`src/rtl/pc_stack_ctrl.sv`:
```
// Program counter with hardware LIFO return stack and single-level interrupt entry.
// Interrupt entry saves the held PC, so reti resumes at the interrupted instruction.
module pc_stack_ctrl #(
  parameter int                  PC_WIDTH     = 12,
  parameter int                  STACK_DEPTH  = 8,
  parameter logic [PC_WIDTH-1:0] RESET_VECTOR = '0,
  parameter logic [PC_WIDTH-1:0] INT_VECTOR   = PC_WIDTH'(4),
  parameter int                  SKIP_INC     = 1
) (
  input  logic                             clk,
  input  logic                             reset,
  input  logic                             pause,
  input  logic                             interrupt,
  input  logic                             skip,
  input  logic                             goto,
  input  logic                             call,
  input  logic                             ret,
  input  logic                             reti,
  input  logic [PC_WIDTH-1:0]              goto_addr,
  output logic [PC_WIDTH-1:0]              pc_out,
  output logic                             int_ack,
  output logic                             in_service,
  output logic [$clog2(STACK_DEPTH+1)-1:0] stack_count,
  output logic                             stack_full,
  output logic                             stack_empty,
  output logic                             overflow_err,
  output logic                             underflow_err
);
  localparam int CW = $clog2(STACK_DEPTH+1);
  localparam int AW = $clog2(STACK_DEPTH);
  localparam logic [PC_WIDTH-1:0] SKIP_W = PC_WIDTH'(SKIP_INC);
  localparam logic [PC_WIDTH-1:0] ONE_W  = PC_WIDTH'(1);

  typedef enum logic [1:0] {RUN, INT_WAIT, INT_SAVE} state_t;

  state_t                                state, state_nxt;
  logic [STACK_DEPTH-1:0][PC_WIDTH-1:0]  stk;
  logic [PC_WIDTH-1:0]                   pc_nxt, push_data;
  logic [CW-1:0]                         cnt_nxt;
  logic [AW-1:0]                         wr_idx, rd_idx;
  logic                                  svc_nxt, ack_nxt, push, pop;

  assign wr_idx = stack_count[AW-1:0];
  assign rd_idx = AW'(stack_count - CW'(1));

  always_comb begin
    state_nxt = state;
    pc_nxt    = pc_out;
    svc_nxt   = in_service;
    ack_nxt   = 1'b0;
    push      = 1'b0;
    pop       = 1'b0;
    push_data = pc_out + ONE_W;
    case (state)
      RUN: begin
        if (interrupt && !in_service)
          state_nxt = skip ? INT_SAVE : INT_WAIT;
        else if (skip)
          pc_nxt = pc_out + SKIP_W;
        else if (goto)
          pc_nxt = goto_addr;
        else if (call) begin
          push   = 1'b1;
          pc_nxt = goto_addr;
        end else if (reti || ret) begin
          // popping an empty stack restarts at the reset vector
          pop    = 1'b1;
          pc_nxt = stack_empty ? RESET_VECTOR : stk[rd_idx];
          if (reti) svc_nxt = 1'b0;
        end else
          pc_nxt = pc_out + ONE_W;
      end
      INT_WAIT: state_nxt = INT_SAVE;
      INT_SAVE: begin
        push      = 1'b1;
        push_data = pc_out;
        pc_nxt    = INT_VECTOR;
        svc_nxt   = 1'b1;
        ack_nxt   = 1'b1;
        state_nxt = RUN;
      end
      default: state_nxt = RUN;
    endcase
  end

  always_comb begin
    cnt_nxt = stack_count;
    if (push && !stack_full)
      cnt_nxt = stack_count + CW'(1);
    else if (pop && !stack_empty)
      cnt_nxt = stack_count - CW'(1);
  end

  always_ff @(posedge clk or posedge reset) begin
    if (reset) begin
      state         <= RUN;
      pc_out        <= RESET_VECTOR;
      in_service    <= 1'b0;
      int_ack       <= 1'b0;
      stack_count   <= '0;
      stack_full    <= 1'b0;
      stack_empty   <= 1'b1;
      overflow_err  <= 1'b0;
      underflow_err <= 1'b0;
    end else if (!pause) begin
      state       <= state_nxt;
      pc_out      <= pc_nxt;
      in_service  <= svc_nxt;
      int_ack     <= ack_nxt;
      stack_count <= cnt_nxt;
      stack_full  <= (cnt_nxt == CW'(STACK_DEPTH));
      stack_empty <= (cnt_nxt == '0);
      if (push && stack_full)  overflow_err  <= 1'b1;
      if (pop  && stack_empty) underflow_err <= 1'b1;
    end
  end

  // Stack storage has no reset; stack_count alone defines which entries are live.
  always_ff @(posedge clk) begin
    if (!reset && !pause && push && !stack_full)
      stk[wr_idx] <= push_data;
  end

endmodule

```
`config.mk`:
```
export PLATFORM = sky130hd
export DESIGN_NAME = pc_stack_ctrl
export DESIGN_NICKNAME = d
export VERILOG_FILES = /design/src/rtl/pc_stack_ctrl.sv
export SDC_FILE = /design/constraint.sdc
export NUM_CORES = 1
export LEC_CHECK = 0
export CAP_MARGIN = 40
export CORE_MARGIN = 2
export CORE_UTILIZATION = 30
export DETAILED_ROUTE_END_ITERATION = 16
export PLACE_DENSITY = 0.56
export SYNTH_ARGS = -nofsm -noshare
export SYNTH_HDL_FRONTEND = slang
export SYNTH_SLANG_ARGS = --single-unit
export TNS_END_PERCENT = 20
```
`constraint.sdc`:
```
create_clock -name clk -period 3 [get_ports clk]
set_clock_uncertainty 0.15 [all_clocks]
set_input_delay 0.6 -clock clk [delete_from_list [all_inputs] [get_ports clk]]
set_output_delay 0.6 -clock clk [all_outputs]
set_load 0.05 [all_outputs]
```
==> results_dict.tcl <==
set metrics [dict create \
    drt-initial-drc-count 356 \
    fin_crit_sh_pct 94.8 \
    die_w_um 143 \
    routed_wl_mm 15.0 \
    dpl_cell_area_um2 6630 \
    clock_latency_ns 0.41 \
    synth_top_area_share_pct 50.0 \
    synthTopCellsByArea "edfxtp_1 50%, dfrtp_1 10%, mux4_2 7.0%" \
    hold_slack_ns 0.329 \
    drcViolationCount 0 \
    ant_nets 0 \
    endpoint_kind "output port" \
    min_path_type "reg -> reg" \
    grt_pass1_wl_mm 23.1 \
    cp.arrival_ns 2.09 \
    fin_tns_setup_ns 0 \
    yosys_most_used_dff "edfxtp_1" \
    cts_sinks 120 \
    num_vias 3810 \
    cp_data_required_time_ns 2.25 \
    slew_violations 0 \
    area_growth_pct 25.1 \
    diodes 0 \
    async_flop_share_pct 20.0 \
    post_cts_buffers 0 \
    fin_area_um2 7210 \
    relSlewSlack_pct 48.4 \
    core_um2 18800 \
    synth_edf_count 96 \
    busiest_layer "met2" \
    cts_tree "done" \
    fin_nets 507 \
    grt_util_all_layers_pct 15.4 \
    synthDistinctLibCells 69 \
    maxCapViolations 0 \
    grt_pass1_vias 3673 \
    cts_buffer_depth 2 \
    worst_slew_pin_slew_ns 0.771 \
    syn_nets 435 \
    clock.fmax_ghz 0.352 \
    ios 43 \
    netlist_area_um2 5760 \
    yosysWarningCount 0 \
    grt_max_degree 31 \
    path_clk_slew_ns 0.06 \
    yosysTopAreaCell "edfxtp_1" \
    ys_ff_latch 120 \
    cts_root_buf "clkbuf_16" \
    p_per_area_nw_per_um2 1110 \
    hold_violations 0 \
    setup_viol_count_final 0 \
    status "finished, final reports clean" \
    post_cts_resized 0 \
    finalCriticalPeriod_ns 2.84 \
    die_area_um2 20300 \
    numCtsBuffers 17 \
    vias_per_cell 5.22 \
    fp-row-count 50 \
    grt_antenna_before_repair 0 \
    syn_inst 411 \
    yosysSeqAreaShare_pct 60.5 \
    final_common_cell "edfxtp_1" \
    gp_congestion 0.841 \
    overflow 0 \
    h-tree-depth 4 \
    use_met3_pct 4.31 \
    irDropWorstVdd_mv 0.435 \
    regArea_um2 3490 \
    cp-start-kind "flop" \
    drive_above_1_share_pct 21.2 \
    place_hpwl_mm 10.7 \
    fillers 1783 \
    leakage_uw 0.00251 \
    portBuffers 42 \
    firstDrtPassIters 4 \
    syn_area_per_cell_um2 14.0 \
    multi_input_area_um2 2120 \
    layout_common_cells "96 x edfxtp_1, 42 x clkdlybuf4s50_1, 35 x buf_4, 33 x nor2_1, 29 x nand2_1" \
    grt_use_met1_pct 22.3 \
    fp.dieH_um 143 \
    post_drt_wl_per_cell_um 20.6 \
    grt.met2_usage_pct 22.5 \
    hold_buffers 0 \
    critPathMaxFanout 30 \
    crit_type "reg -> out" \
    start_util_pct 30.7 \
    rsz0062_at_grt "no" \
]
synthesized netlist by cell type (5+ instances only):
library cell and count:
edfxtp_1 96, nor2_1 33, nand2_1 29, dfrtp_1 23
mux4_2 18, o21ai_0 16, xnor2_1 13, clkbuf_1 12
a21oi_1 11, mux2i_1 10, xor2_1 10, inv_1 9
nand3_1 9, nor3_1 9, o211ai_1 8, mux4_1 6
nand4_1 6, o21ai_1 6, a31oi_1 5, nor4_1 5
critical path, stage by stage (launching register included):
cell and delay [ns]:
dfrtp_2 0.35, buf_4 0.42, clkdlybuf4s50_1 0.90
worst paths after layout:
path,startpoint,endpoint,slack (ns),cells after the start
setup reg to reg,stack_count[0]$_DFFE_PP0N_,pc_out[11]$_DFFE_PP0P_,0.50,7
hold reg to reg,int_ack$_DFFE_PP0N_,int_ack$_DFFE_PP0N_,0.33,2
hold / removal,int_ack$_DFFE_PP0N_,int_ack$_DFFE_PP0N_,0.33,2
min in group asynchronous,reset,stack_full$_DFFE_PP0N_,0.53,3
max in group asynchronous,reset,stack_empty$_DFFE_PP1N_,1.88,3
setup / recovery,stack_count[0]$_DFFE_PP0N_,stack_count[0],0.16,2
per-layer routing:
metal | part of all wire, % | wire [µm]
met5 | 0 | 0
met4 | 1.3 | 192
met1 | 47 | 7060
met3 | 7.1 | 1060
met2 | 45 | 6700
state kept, by name, summed over array words and instances (netlist names):
signal,cells
stk,96
pc_out,12
stack_count,4
state,2
in_service,1
int_ack,1
overflow_err,1
stack_empty,1
stack_full,1
underflow_err,1
kinds of logic (layout without fill, tap and decap cells):
kind of cell,after synthesis,in the layout,share of synthesized area (%)
xor gates and xnor gates,23,23,3.50
and+or+nand+nor,117,117,10.5
muxes,36,36,11.9
DFF,120,120,60.5
adders and majority gates,3,3,0.652
AOI/OAI and AO/OA,78,78,9.97
buffers and inverters,34,119,2.97
layout make-up:
type	instances	share of cell area, %
Inverter	9	0.469
Clock buffer	18	5.95
Multi-Input combinational cell	257	29.3
Clock inverter	14	2.07
Sequential cell	120	48.4
Timing Repair Buffer	78	9.75
Tap cell	234	4.06
power breakdown:
group	internal [µW]	switching [µW]
Combinational	1370	2140
Sequential	2230	279
Clock	1220	742
metrics by stage:
step	util (%)	setup WS, ns	total power, µW	cells
after CTS	38.4	0.113	8010	730
final	38.4	0.155	7980	730
after global placement	35.3	0.136	6030	698
after detailed placement	35.3	0.106	6040	698
after global routing	38.4	0.0491	8350	730
after floorplan	-	0.0325	4790	411
Note: power is estimated with default switching activity, not from simulation.
